### config.mk
export PLATFORM = sky130hd
export DESIGN_NAME = dmem_arbiter_flat
export DESIGN_NICKNAME = d
export VERILOG_FILES = /design/src/rtl/dmem_arbiter_pkg.sv /design/src/rtl/dmem_arbiter_if.sv /design/src/rtl/dmem_arbiter_rr_arb2.sv /design/src/rtl/dmem_arbiter.sv /design/src/flat_wrapper.sv
export SDC_FILE = /design/constraint.sdc
export NUM_CORES = 1
export LEC_CHECK = 0
export BUFFER_PORTS_ARGS = -buffer_cell sky130_fd_sc_hd__buf_4
export CORE_AREA = 2 2 117 119
export DETAILED_ROUTE_END_ITERATION = 16
export DIE_AREA = 0 0 119 121
export PLACE_DENSITY = 0.84
export SYNTH_ARGS = -nofsm -noshare
export SYNTH_HDL_FRONTEND = slang
export SYNTH_SLANG_ARGS = --single-unit
### constraint.sdc
create_clock -name clk -period 2.4 [get_ports clk]
set_input_delay 0.24 -clock clk [delete_from_list [all_inputs] [get_ports clk]]
set_output_delay 0.24 -clock clk [all_outputs]
set_load 0.005 [all_outputs]
### src/rtl/dmem_arbiter_pkg.sv
// Shared definitions for the data-memory arbiter: FSM encoding,
// default memory map, and requester port identifiers.
package dmem_arb_pkg;

  localparam int DATA_W = 32;
  localparam int ADDR_W = 32;

  localparam logic [ADDR_W-1:0] DMEM_BASE_ADDR = 32'h1001_0000;
  localparam int                DMEM_DEPTH     = 1024;

  localparam logic PORT_CPU = 1'b0;
  localparam logic PORT_DBG = 1'b1;

  typedef enum logic [1:0] {
    ST_IDLE   = 2'd0,
    ST_ACCESS = 2'd1,
    ST_RESP   = 2'd2
  } state_e;

endpackage

### src/rtl/dmem_arbiter_if.sv
// Requester-side bus of the data-memory arbiter: request/accept
// handshake plus the completion response. The requester drives the
// master modport; the arbiter sits on the slave modport.
interface dmem_arbiter_if;
  import dmem_arb_pkg::*;

  logic              req;
  logic              we;
  logic [ADDR_W-1:0] addr;
  logic [DATA_W-1:0] wdata;
  logic              ready;
  logic              rvalid;
  logic [DATA_W-1:0] rdata;
  logic              err;

  modport master (
    output req, we, addr, wdata,
    input  ready, rvalid, rdata, err
  );

  modport slave (
    input  req, we, addr, wdata,
    output ready, rvalid, rdata, err
  );

endinterface

### src/rtl/dmem_arbiter_rr_arb2.sv
// Two-requester round-robin picker. When both requesters are active the
// one that did not win last time is chosen; the remembered winner only
// moves when the caller strobes accept.
module rr_arb2
  import dmem_arb_pkg::*;
(
  input  logic       clk,
  input  logic       rst_n,
  input  logic [1:0] req,
  input  logic       accept,
  output logic [1:0] grant,
  output logic       grant_id
);

  logic last_q;

  // Winner selection: a lone requester always wins, contention alternates.
  always_comb begin
    grant_id = PORT_CPU;
    grant    = 2'b00;
    case (req)
      2'b01:   grant_id = PORT_CPU;
      2'b10:   grant_id = PORT_DBG;
      2'b11:   grant_id = ~last_q;
      default: grant_id = PORT_CPU;
    endcase
    if (req != 2'b00) begin
      grant = (grant_id == PORT_DBG) ? 2'b10 : 2'b01;
    end
  end

  // Remember the last accepted port; starting at DBG lets the CPU win first.
  always_ff @(posedge clk or negedge rst_n) begin
    if (!rst_n) begin
      last_q <= PORT_DBG;
    end else if (accept) begin
      last_q <= grant_id;
    end
  end

endmodule

### src/rtl/dmem_arbiter.sv
// Two-port arbiter/sequencer for the single-port data memory.
// Port 0 (p0) is the CPU data port, port 1 (p1) the debug/DMA loader.
// Each transaction runs IDLE -> ACCESS -> RESP; only one is in flight.
// Optional build macro DMEM_ARB_PERF_EN adds saturating grant and
// contention counters.
module dmem_arbiter
  import dmem_arb_pkg::*;
#(
  parameter logic [ADDR_W-1:0] BASE_ADDR = DMEM_BASE_ADDR,
  parameter int                DEPTH     = DMEM_DEPTH
) (
  input  logic              clk,
  input  logic              rst_n,
  dmem_arbiter_if.slave     p0,
  dmem_arbiter_if.slave     p1,
  output logic              mem_ena,
  output logic              mem_wena,
  output logic [ADDR_W-1:0] mem_addr,
  output logic [DATA_W-1:0] mem_wdata,
  input  logic [DATA_W-1:0] mem_rdata
`ifdef DMEM_ARB_PERF_EN
  ,
  output logic [31:0]       p0_grant_cnt,
  output logic [31:0]       p1_grant_cnt,
  output logic [31:0]       conflict_cnt
`endif
);

  // Offset is taken modulo 2^32; the lower-bound compare rejects addresses
  // below the base that would otherwise wrap into a small offset.
  function automatic logic addr_in_range(input logic [ADDR_W-1:0] a);
    logic [ADDR_W-1:0] off;
    off = a - BASE_ADDR;
    return (a >= BASE_ADDR) && (off < ADDR_W'(DEPTH));
  endfunction

  function automatic logic [31:0] sat_inc(input logic [31:0] v);
    return (v == 32'hFFFF_FFFF) ? v : v + 32'd1;
  endfunction

  state_e            state_q, state_d;
  logic [1:0]        req_vec;
  logic [1:0]        grant;
  logic              grant_id;
  logic              accept;

  logic              we_q;
  logic              port_q;
  logic [ADDR_W-1:0] addr_q;
  logic [DATA_W-1:0] wdata_q;
  logic [DATA_W-1:0] rdata_q;
  logic              err_q;
  logic              in_rng;
  logic              resp;

  assign req_vec = {p1.req, p0.req};
  assign accept  = (state_q == ST_IDLE) && (req_vec != 2'b00);

  rr_arb2 u_rr_arb2 (
    .clk      (clk),
    .rst_n    (rst_n),
    .req      (req_vec),
    .accept   (accept),
    .grant    (grant),
    .grant_id (grant_id)
  );

  // State register.
  always_ff @(posedge clk or negedge rst_n) begin
    if (!rst_n) begin
      state_q <= ST_IDLE;
    end else begin
      state_q <= state_d;
    end
  end

  // Next-state: accept in IDLE, one access cycle, one response cycle.
  always_comb begin
    state_d = state_q;
    case (state_q)
      ST_IDLE:   if (accept) state_d = ST_ACCESS;
      ST_ACCESS: state_d = ST_RESP;
      ST_RESP:   state_d = ST_IDLE;
      default:   state_d = ST_IDLE;
    endcase
  end

  // Accept pulse goes straight back to the winner in the IDLE cycle.
  assign p0.ready = accept && grant[0];
  assign p1.ready = accept && grant[1];

  // Capture the winning request so requesters may drop it after ready.
  always_ff @(posedge clk or negedge rst_n) begin
    if (!rst_n) begin
      addr_q  <= '0;
      wdata_q <= '0;
      we_q    <= 1'b0;
      port_q  <= PORT_CPU;
    end else if (accept) begin
      addr_q  <= (grant_id == PORT_DBG) ? p1.addr  : p0.addr;
      wdata_q <= (grant_id == PORT_DBG) ? p1.wdata : p0.wdata;
      we_q    <= (grant_id == PORT_DBG) ? p1.we    : p0.we;
      port_q  <= grant_id;
    end
  end

  // ---- access stage: memory is driven only here, and only when in range
  assign in_rng    = addr_in_range(addr_q);
  assign mem_addr  = addr_q;
  assign mem_wdata = wdata_q;
  assign mem_ena   = (state_q == ST_ACCESS) && in_rng;
  assign mem_wena  = mem_ena && we_q;

  // Latch the access result; writes and rejected accesses return zero data.
  always_ff @(posedge clk or negedge rst_n) begin
    if (!rst_n) begin
      rdata_q <= '0;
      err_q   <= 1'b0;
    end else if (state_q == ST_ACCESS) begin
      rdata_q <= (in_rng && !we_q) ? mem_rdata : '0;
      err_q   <= !in_rng;
    end
  end

  // ---- response stage: one-cycle pulse to the owner, the other port stays quiet
  assign resp      = (state_q == ST_RESP);
  assign p0.rvalid = resp && (port_q == PORT_CPU);
  assign p1.rvalid = resp && (port_q == PORT_DBG);
  assign p0.rdata  = p0.rvalid ? rdata_q : '0;
  assign p1.rdata  = p1.rvalid ? rdata_q : '0;
  assign p0.err    = p0.rvalid && err_q;
  assign p1.err    = p1.rvalid && err_q;

`ifdef DMEM_ARB_PERF_EN
  // Saturating grant and contention statistics.
  always_ff @(posedge clk or negedge rst_n) begin
    if (!rst_n) begin
      p0_grant_cnt <= '0;
      p1_grant_cnt <= '0;
      conflict_cnt <= '0;
    end else begin
      if (p0.ready) p0_grant_cnt <= sat_inc(p0_grant_cnt);
      if (p1.ready) p1_grant_cnt <= sat_inc(p1_grant_cnt);
      if ((state_q == ST_IDLE) && (req_vec == 2'b11)) conflict_cnt <= sat_inc(conflict_cnt);
    end
  end
`endif

endmodule

### src/flat_wrapper.sv
// flat-port wrapper written by rule: the top's interface ports become plain ports
module dmem_arbiter_flat import dmem_arb_pkg::*;
#(
  parameter logic [ADDR_W-1:0] BASE_ADDR = DMEM_BASE_ADDR,
  parameter int                DEPTH     = DMEM_DEPTH
)
  (clk, rst_n, mem_ena, mem_wena, mem_addr, mem_wdata, mem_rdata, p0_req, p0_we, p0_addr, p0_wdata, p0_ready, p0_rvalid, p0_rdata, p0_err, p1_req, p1_we, p1_addr, p1_wdata, p1_ready, p1_rvalid, p1_rdata, p1_err);
  dmem_arbiter_if p0_i ();
  dmem_arbiter_if p1_i ();
  input  logic clk;
  input  logic rst_n;
  output logic mem_ena;
  output logic mem_wena;
  output logic [ADDR_W-1:0] mem_addr;
  output logic [DATA_W-1:0] mem_wdata;
  input  logic [DATA_W-1:0] mem_rdata;
  input wire logic [$bits(p0_i.req)-1:0] p0_req;
  input wire logic [$bits(p0_i.we)-1:0] p0_we;
  input wire logic [$bits(p0_i.addr)-1:0] p0_addr;
  input wire logic [$bits(p0_i.wdata)-1:0] p0_wdata;
  output wire logic [$bits(p0_i.ready)-1:0] p0_ready;
  output wire logic [$bits(p0_i.rvalid)-1:0] p0_rvalid;
  output wire logic [$bits(p0_i.rdata)-1:0] p0_rdata;
  output wire logic [$bits(p0_i.err)-1:0] p0_err;
  input wire logic [$bits(p1_i.req)-1:0] p1_req;
  input wire logic [$bits(p1_i.we)-1:0] p1_we;
  input wire logic [$bits(p1_i.addr)-1:0] p1_addr;
  input wire logic [$bits(p1_i.wdata)-1:0] p1_wdata;
  output wire logic [$bits(p1_i.ready)-1:0] p1_ready;
  output wire logic [$bits(p1_i.rvalid)-1:0] p1_rvalid;
  output wire logic [$bits(p1_i.rdata)-1:0] p1_rdata;
  output wire logic [$bits(p1_i.err)-1:0] p1_err;
  assign p0_i.req = p0_req;
  assign p0_i.we = p0_we;
  assign p0_i.addr = p0_addr;
  assign p0_i.wdata = p0_wdata;
  assign p0_ready = p0_i.ready;
  assign p0_rvalid = p0_i.rvalid;
  assign p0_rdata = p0_i.rdata;
  assign p0_err = p0_i.err;
  assign p1_i.req = p1_req;
  assign p1_i.we = p1_we;
  assign p1_i.addr = p1_addr;
  assign p1_i.wdata = p1_wdata;
  assign p1_ready = p1_i.ready;
  assign p1_rvalid = p1_i.rvalid;
  assign p1_rdata = p1_i.rdata;
  assign p1_err = p1_i.err;
  dmem_arbiter #(.BASE_ADDR(BASE_ADDR), .DEPTH(DEPTH)) u_core (.clk(clk), .rst_n(rst_n), .p0(p0_i), .p1(p1_i), .mem_ena(mem_ena), .mem_wena(mem_wena), .mem_addr(mem_addr), .mem_wdata(mem_wdata), .mem_rdata(mem_rdata));
endmodule
After elaboration in Yosys (flattened, before gate mapping). Cells that the tools add are included.

Input bits: 166. Output and inout bits: 136. Logic and storage cells: 44. Register bits after elaboration: 102.

Reduce and logical (&&, ||, !) cells: 15. $add $sub $neg: 1. Order comparisons: 2. Equal/unequal tests: 5. Multiplexer cells: 11. Bitwise operators: 2.

Operators by type and width (count): 32-bit 2-to-1 mux (5); 32-bit by 29-bit greater-or-equal comparator with 1-bit output (second input constant) (1); 32-bit by 11-bit less-than comparator with 1-bit output (second input constant) (1); 32-bit by 29-bit subtractor with 32-bit output (second input constant) (1); 1-bit logical AND (11); 2-bit equality test (second input constant) (3); 2-bit 2-to-1 mux (3); 2-bit case mux with 2 select lines (1); 2-bit by 1-bit equality test with 1-bit output (second input constant) (1); 1-bit zero test (2); 2-bit zero test (1); 2-bit by 1-bit inequality test with 1-bit output (second input constant) (1); 1-bit NOT (2); 1-bit case mux with 2 select lines (1); 2-bit nonzero test (1); 1-bit 2-to-1 mux (1).

Longest topological paths before layout. Gate-level depths: netlist (run 1).

Depth in word-level cells: 5. Gate-level depth with buffers: 7. Mapped depth without buffers: 5.

Modules after synthesis. Synthesis (run 1) repeated with hierarchy kept, for this count alone.

Cell total of the unflattened synthesis: 538. Area total of the unflattened synthesis: 5206.2 um^2.

By module, submodules not included: dmem_arbiter (times used 1, area each 5134.9 um^2, sequential area each 2527.4 um^2, cells an instance 532); rr_arb2 (times used 1, area each 71.3 um^2, sequential area each 26.3 um^2, cells an instance 6).

Worst setup path after synthesis (run 1). No wires, ideal clock.

Kind: flip-flop to flip-flop. Start point: register u_core.u_rr_arb2.last_q. End point: register u_core.wdata_q[22] (netlist: u_core.mem_wdata[22]). Slack: 0.752 ns. Path buffers: 3. Library setup time: 0.118 ns. Clock period less this slack: 1.648 ns. Data required time: 2.282 ns. Stages on the path, launching flop included: 8. Arrival time: 1.530 ns. Cells stage by stage: dfstp_2 > nand2_1 > and3_1 > buf_2 > buf_2 > buf_2 > a22o_1 > a21o_1.

Word-level cells in the longest chain between the ends: 3.

RTL lines: start: declaration (line dmem_arbiter_rr_arb2.sv:15) `logic last_q;`; start signal: assignment (line dmem_arbiter_rr_arb2.sv:37) `last_q <= grant_id;`; 1-bit NOT (line dmem_arbiter_rr_arb2.sv:24) `2'b11: grant_id = ~last_q;`; 1-bit case mux with 2 select lines (line dmem_arbiter_rr_arb2.sv:21) `case (req)`; 32-bit 2-to-1 mux (line dmem_arbiter.sv:101) `wdata_q <= (grant_id == PORT_DBG) ? p1.wdata : p0.wdata;`; end signal: assignment (line dmem_arbiter.sv:101); end: declaration (line dmem_arbiter.sv:50) `logic [DATA_W-1:0] wdata_q;`.

No other way between the ends. A chain may end at the register's enable or synchronous reset.

Final worst setup path (run 1).
Start point: register u_core.addr_q[16] (netlist: u_core.mem_addr[16]). End point: output port mem_wena.

Word-level cells in the longest chain between the ends: 5. Elaborated cells on any way between the ends: 6. Classes of those cells: add/sub: 1; order compare: 2; reduce/logical: 3.

RTL lines: start: declaration (line dmem_arbiter.sv:49) `logic [ADDR_W-1:0] addr_q;`; start signal: assignment (line dmem_arbiter.sv:100) `addr_q <= (grant_id == PORT_DBG) ? p1.addr : p0.addr;`; 32-bit by 29-bit subtractor with 32-bit output (line dmem_arbiter.sv:33) `off = a - BASE_ADDR;`; 32-bit by 11-bit less-than comparator with 1-bit output (line dmem_arbiter.sv:34) `return (a >= BASE_ADDR) && (off < ADDR_W'(DEPTH));`; 1-bit logical AND * (line dmem_arbiter.sv:34); 1-bit logical AND * (line dmem_arbiter.sv:111) `assign mem_ena = (state_q == ST_ACCESS) && in_rng;`; 1-bit logical AND * (line dmem_arbiter.sv:112) `assign mem_wena = mem_ena && we_q;`; end: declaration (line flat_wrapper.sv:13) `output logic mem_wena;`.

Mark *: on every way between the ends. The rest lies on a longest branch, timed or not.

==> flow_summary_export.csv, run 1 <==
group,metric,value,unit
synthesis,synth_seq_area_share,50.14,%
route,first_iter_violations,246,
layout,nFillCells,1076,
route,wirelength,16360,um
flow_run,maxCapViolCount,0,
die,io_pins,302,
route,first_pass_iters,4,
setup_path,cp-end-kind,"primary output",
synthesis,synthArstFlopShare,100.0,%
clock_network,root_buffer,"clkbuf_16",
synthesis,synth_fa_ha_area_share,0,%
sta,min_period_over_period,95.72,%
route,wire_per_inst,17.46,um
setup_path,critical-path-top-delay-family,"simple AND/OR/NAND/NOR gates",
sta,fin_setup_tns,0,ns
synthesis,synth_edf_count,0,
sta,timing.fmax,435.3,MHz
power_and_ir_drop,leakage,4.287,nW
clock_network,clkLatencyLatePin,0.35,ns
status,outcome,"finished clean",
route,routed_via_density,5.228,
layout,final_net_count,922,
synthesis,ys_seq_elements,102,
placed_design,gp_congestion,0.7829,
setup_path,critPathMaxStageDelay,0.45,ns
worst_hold_path,hold_class,"input port to flop",
clock_network,cts_buffer_depth,2,
grt,track_usage,22.34,%
sta,post-route-min-period,2.297,ns
route,ant_nets,0,
synthesis,syn-instance-count,468,
layout,diodes,0,
sta,slew-limit-headroom,61.28,%
grt,grt_busiest_layer,"met2",
grt,met2_usage,39.66,%
synthesis,synth_top_family_by_area,"compound AO/OA/AOI/OAI gates",
grt,grt_pass1_vias,4978,
synthesis,netlist_area,0.005094,mm2
grt,grt_util_met1,26.32,%
setup_path,required,2.16,ns
die,die_x,119,um
route,drc_errors,0,
sta,hold-worst-slack,0.08657,ns
clock_network,cts.sinks,102,
die,initial_core_util,38.93,%
sta,slew_viol_final,0,
power_and_ir_drop,ir_drop,0.6513,mV
setup_path,crit_chain,"nor4_2 -> nor3b_4 -> nor2_4 -> nor4_1 -> buf_4",
synthesis,synth_ff_type,"dfrtp_1",
sta,worst_pin_slew,0.5808,ns
grt,use_met3,5.545,%
setup_path,worstSetupPathType,"flop to primary output",
setup_path,path_buf_inv,1,
sta,fin_skew,0.005958,ns
grt,grt_start_max_net_pins,50,
clock_network,numCtsBuffers,9,
clock_network,tritoncts,"yes",
synthesis,synthXorXnorAreaFrac,0.3439,%
sta,grt_setup_unrepaired,"false",
synthesis,netlist_top_cells_area,"dfrtp_1 (50%), a22o_1 (11%), a21o_1 (9.9%)",
layout,stdcell_count,937,
grt,grt_pass1_wl,25500,um
grt,antenna_found_initial,0,
setup_path,crit_path_top_delay_cell,"dfrtp_1",
synthesis,yosys-top-cells-count,"dfrtp_1 (101), a21o_1 (67), and2_1 (66)",
route,vias,4899,
layout,area_growth,54.78,%
synthesis,yosysUniqueCellTypes,34,
die,die_h,121,um
clock_network,clk_transition_reported_paths,0.07,ns
die,dieArea,0.01440,mm2
clock_network,post_cts_buffers,0,
power_and_ir_drop,cellPowerDensity,1048,mW/mm2
placed_design,numPortBuffers,301,
synthesis,avgSynthCellArea,10.88,um2
power_and_ir_drop,power,0.008266,W
sta,setup_viol,0,
setup_path,cp.arrival,2.06,ns
synthesis,synth_top_area_share,49.62,%
die,core,0.01309,mm2
synthesis,synth_simple_gate_area_share,15.79,%
setup_path,critPathMaxFanout,5,
die,rows,42,
sta,finalHoldViolCount,0,
synthesis,synth_mux_area_share,0,%
synthesis,synth_top_cell_by_area,"dfrtp_1",
grt,overflow,0,
synthesis,post-synth-top-count-cell,"dfrtp_1",
synthesis,yosys_warnings,0,
synthesis,syn-num-nets,634,
clock_network,h-tree-depth,3,
layout,drive_above_1_share,49.41,%
synthesis,synth_compound_area_share,29.45,%
placed_design,dp_cells,920,
placed_design,dp_hpwl,12370,um
setup_path,cp-start-kind,"flop",
## routing by layer
layer	wire [um]	up-vias
li1	-	2247
met1	6424	2405
met2	8434	229
met3	1210	18
met4	290	0
met5	0	-
## report_power, final
group	total [W]	leakage [nW]	switching (W)	internal, W
registers	0.00283	1.29	0.000507	0.00232
clock network	0.00153	0.152	0.000659	0.000866
logic	0.00391	2.84	0.00188	0.00203
total	0.00827	4.29	0.00305	0.00522
## area by class of cell
type | count | area (um2) | area share, %
clock buffer | 11 | 252.7 | 3.206
clock inverter | 5 | 56.30 | 0.7142
inverter | 3 | 11.26 | 0.1428
multi-input combinational | 322 | 2375 | 30.12
sequential | 102 | 2554 | 32.39
tap | 176 | 220.2 | 2.793
timing repair buffer | 318 | 2415 | 30.63
## timing repair
action | CTS | global route
hold buffers | 1 | 0
hold endpoints to repair | 41 | 0
setup endpoints to repair | 0 | 1
resized for setup | 0 | 2
## cells in the final DEF, fill, tap and decap left out, types with 2 or more instances in the layout
master     Yosys  final
dfrtp_1      101    101
a21o_1        67     67
nor4_2         1      2
and2_1        66     66
clkbuf_16      0      9
a22o_1        65     65
xnor2_1        2      2
clkbuf_8       0      2
buf_4          3    315
inv_1          2      2
o31ai_1        2      2
buf_12         0      2
o31ai_2       30     30
nand2b_1       2      2
nor2_1         3      3
nand2_1       65     65
nor4_1         3      2
clkinv_2       0      2
## path summary, 6_finish.rpt
kind                                             end  slack [ns]  depth (start not counted)           startpoint
worst min-delay path            u_core.mem_wdata[27]        0.09                          2         p0_wdata[27]
max in group asynchronous         u_core.mem_addr[8]        1.28                          3                rst_n
min in group asynchronous       u_core.mem_wdata[20]        0.43                          2                rst_n
worst max register to register  u_core.mem_wdata[25]        0.42                          5    u_core.state_q[0]
worst min register to register    u_core.rdata_q[25]        0.50                          2   u_core.rdata_q[25]
worst max-delay path                        mem_wena        0.10                          5  u_core.mem_addr[16]
## flip-flops by register name (all words and copies together), names as in the netlist
register,flops
u_core.mem_addr,32
u_core.mem_wdata,32
u_core.rdata_q,32
u_core.state_q,2
u_core.err_q,1
u_core.port_q,1
u_core.u_rr_arb2.last_q,1
u_core.we_q,1
## kinds of logic after synthesis
family                 count (synthesis)
AO/OA/AOI/OAI                        169
buffers and inverters                 44
AND/OR/NAND/NOR                      151
XOR/XNOR                               2
flip-flops                           102
## through the flow
| stage | setup WS, ns | util (%) | area, um2 |
|---|---|---|---|
| floorplan | 0.7523 | - | 5094 |
| global placement | 0.5178 | 57.72 | 7552 |
| detailed placement | 0.4126 | 57.72 | 7552 |
| CTS | 0.03978 | 60.15 | 7871 |
| global route | 0.0001688 | 60.25 | 7884 |
| finish | 0.1028 | 60.25 | 7884 |
## worst register-to-register path, cell delays in order, from the launching register on
cell and delay, ns:
dfrtp_1 0.41, nor2_1 0.33, and3_2 0.61, buf_4 0.30
a22o_1 0.18, a21o_1 0.09
No activity file was read; power rests on OpenSTA's default activity.
==> run 2, diff against run 1 <==
CORE_AREA = unset   (was 2 2 117 119)
CORE_MARGIN = 2   (was unset)
CORE_UTILIZATION = 40   (was unset)
DIE_AREA = unset   (was 0 0 119 121)
PLACE_DENSITY = 0.89   (was 0.84)
SKIP_CTS_REPAIR_TIMING = 1   (was unset)
clock period = 2 ns   (was 2.4 ns; I/O delays follow)
==> run 2 against run 1 <==
The run now ends with setup timing left. Utilization rose by 3.7 points. Largest power group unchanged. Combinational power rose by 27%. Count of clock-buffer cells in the layout rose by 1. Clock skew rose by 0.0029 ns. Clock power rose by 7%.
==> flow_summary_export.csv, run 2 (synthesis gave the netlist of run 1 again) <==
group,metric,value,unit
status,outcome,"complete, but fails checks",
power_and_ir_drop,p_clk_share,16.4,%
placed_design,post-place-ws,0.1567,ns
layout,layout_commonest_cell,"buf_4",
sta,fin_skew,0.008819,ns
grt,grt_pass1_wl,24140,um
worst_hold_path,hold_start,"p0_wdata[0]",
route,wirelength,16320,um
placed_design,gp_congestion,0.7668,
power_and_ir_drop,seqPwrFrac,33.9,%
setup_path,cp-start-kind,"flop",
route,ant_nets,0,
power_and_ir_drop,internal-power,0.006267,W
setup_path,reg2regPathDepth,7,
clock_network,numCtsBuffers,9,
flow_run,maxCapViolCount,0,
setup_path,timing.reg2reg.setup_slack,0.11,ns
power_and_ir_drop,ir_drop,0.7888,mV
sta,grt_setup_unrepaired,"true",
die,initial_core_util,40.69,%
layout,final_net_count,927,
die,io_pins,302,
worst_hold_path,hold_class,"input port to flop",
sta,slew_viol_final,0,
clock_network,clk_transition_reported_paths,0.07,ns
route,first_pass_iters,4,
grt,grt_start_max_net_pins,103,
layout,area_growth,57.14,%
route,vias,4810,
sta,finalHoldViolCount,0,
clock_network,root_buffer,"clkbuf_16",
sta,setup_viol,2,
layout,drive_above_1_share,50.65,%
clock_network,cts_buffer_depth,2,
worst_hold_path,hold_end,"u_core.mem_wdata[0]",
sta,post-route-min-period,2.047,ns
setup_path,worstSetupPathType,"flop to primary output",
sta,slew-limit-headroom,62.65,%
setup_path,rr_endpoint,"u_core.rdata_q[6]",
setup_path,cp.arrival,1.85,ns
setup_path,critPathMaxFanout,2,
route,drc_errors,0,
clock_network,cts.sinks,102,
grt,overflow,0,
die,die_h,116.8,um
grt,antenna_found_initial,0,
power_and_ir_drop,switching_power,0.003713,W
sta,worst_pin_slew,0.5602,ns
sta,fin_setup_tns,-0.05613,ns
clock_network,h-tree-depth,3,
setup_path,required,1.80,ns
die,die_x,116.8,um
power_and_ir_drop,leakage,4.338,nW
route,wire_per_inst,17.38,um
power_and_ir_drop,p_sw_share,37.20,%
placed_design,dp_hpwl,11910,um
die,dieArea,0.01365,mm2
sta,min_period_over_period,102.4,%
power_and_ir_drop,cellPowerDensity,1247,mW/mm2
setup_path,worst_r2r_startpoint,"u_core.mem_addr[16]",
grt,grt_pass1_vias,4670,
grt,track_usage,23.04,%
setup_path,cp-end-kind,"primary output",
route,first_iter_violations,283,
die,core,0.01252,mm2
placed_design,numPortBuffers,301,
route,routed_via_density,5.122,
clock_network,tritoncts,"yes",
status,violations,"setup timing",
die,rows,41,
layout,mostFrequentLayoutCells,"buf_4 (316), dfrtp_1 (98), a21o_1 (67)",
sta,hold-worst-slack,0.04382,ns
clock_network,clkLatencyLatePin,0.35,ns
power_and_ir_drop,p_comb_share,49.7,%
worst_hold_path,holdPathStages,2,
sta,timing.fmax,488.4,MHz
sta,setup_ws,-0.04746,ns
## run 2: worst max-delay path: stages, from the launching register on
cell	delay [ns]
dfrtp_2	0.42
nor4_4	0.31
nor3b_4	0.30
buf_4	0.16
o2111ai_2	0.12
inv_1	0.08
buf_4	0.11
## run 2: final cells by class
class / instances / area (um2)
multi-input combinational: 322 / 2455
antenna: 1 / 2.502
fill: 1043 / 4513
timing repair buffer: 323 / 2494
clock buffer: 12 / 246.5
clock inverter: 4 / 22.52
sequential: 102 / 2557
inverter: 3 / 11.26
tap: 172 / 215.2
## run 2: through the flow
| stage | utilization (%) | instances | power (W) | cell area (um2) |
|---|---|---|---|---|
| 3_5_place_dp | 60.60 | 916 | 0.008163 | 7585 |
| 4_1_cts | 62.74 | 932 | 0.009839 | 7854 |
| 3_3_place_gp | 60.60 | 916 | 0.008037 | 7585 |
| 6_report | 63.94 | 939 | 0.009979 | 8004 |
| 5_1_grt | 63.92 | 938 | 0.01065 | 8001 |
| 2_1_floorplan | - | 468 | 0.005968 | 5094 |
## run 2: power groups by stage
stage          Combinational, W  Sequential [W]  Clock [W]
3_5_place_dp            0.00482         0.00334          0
5_1_grt                 0.00542         0.00347    0.00175
3_3_place_gp            0.00473         0.00331          0
4_1_cts                 0.00485         0.00332    0.00167
6_report                0.00496         0.00338    0.00164
2_1_floorplan           0.00265         0.00332          0
## run 2: worst max-delay path by stage
stage,slack (ns),from,to
floorplan,0.35,u_core.u_rr_arb2.last_q,u_core.mem_wdata[22]
global placement,0.18,u_core.mem_addr[14],mem_wena
detailed placement,0.16,u_core.mem_addr[24],mem_wena
CTS,-0.24,u_core.mem_addr[24],mem_wena
global route,-0.14,u_core.mem_addr[24],mem_ena
finish,-0.05,u_core.mem_addr[24],mem_ena
## run 2: per-layer routing
metal  share of wire (%)  vias to the layer above  routed length [um]  track usage, %
li1                    -                     2259                   -               -
met1                  38                     2317                6234           27.44
met2                  51                      213                8278           38.73
met3                 9.2                       21                1500           7.673
met4                 1.9                        0                 307           9.020
met5                   0                        -                   0               0
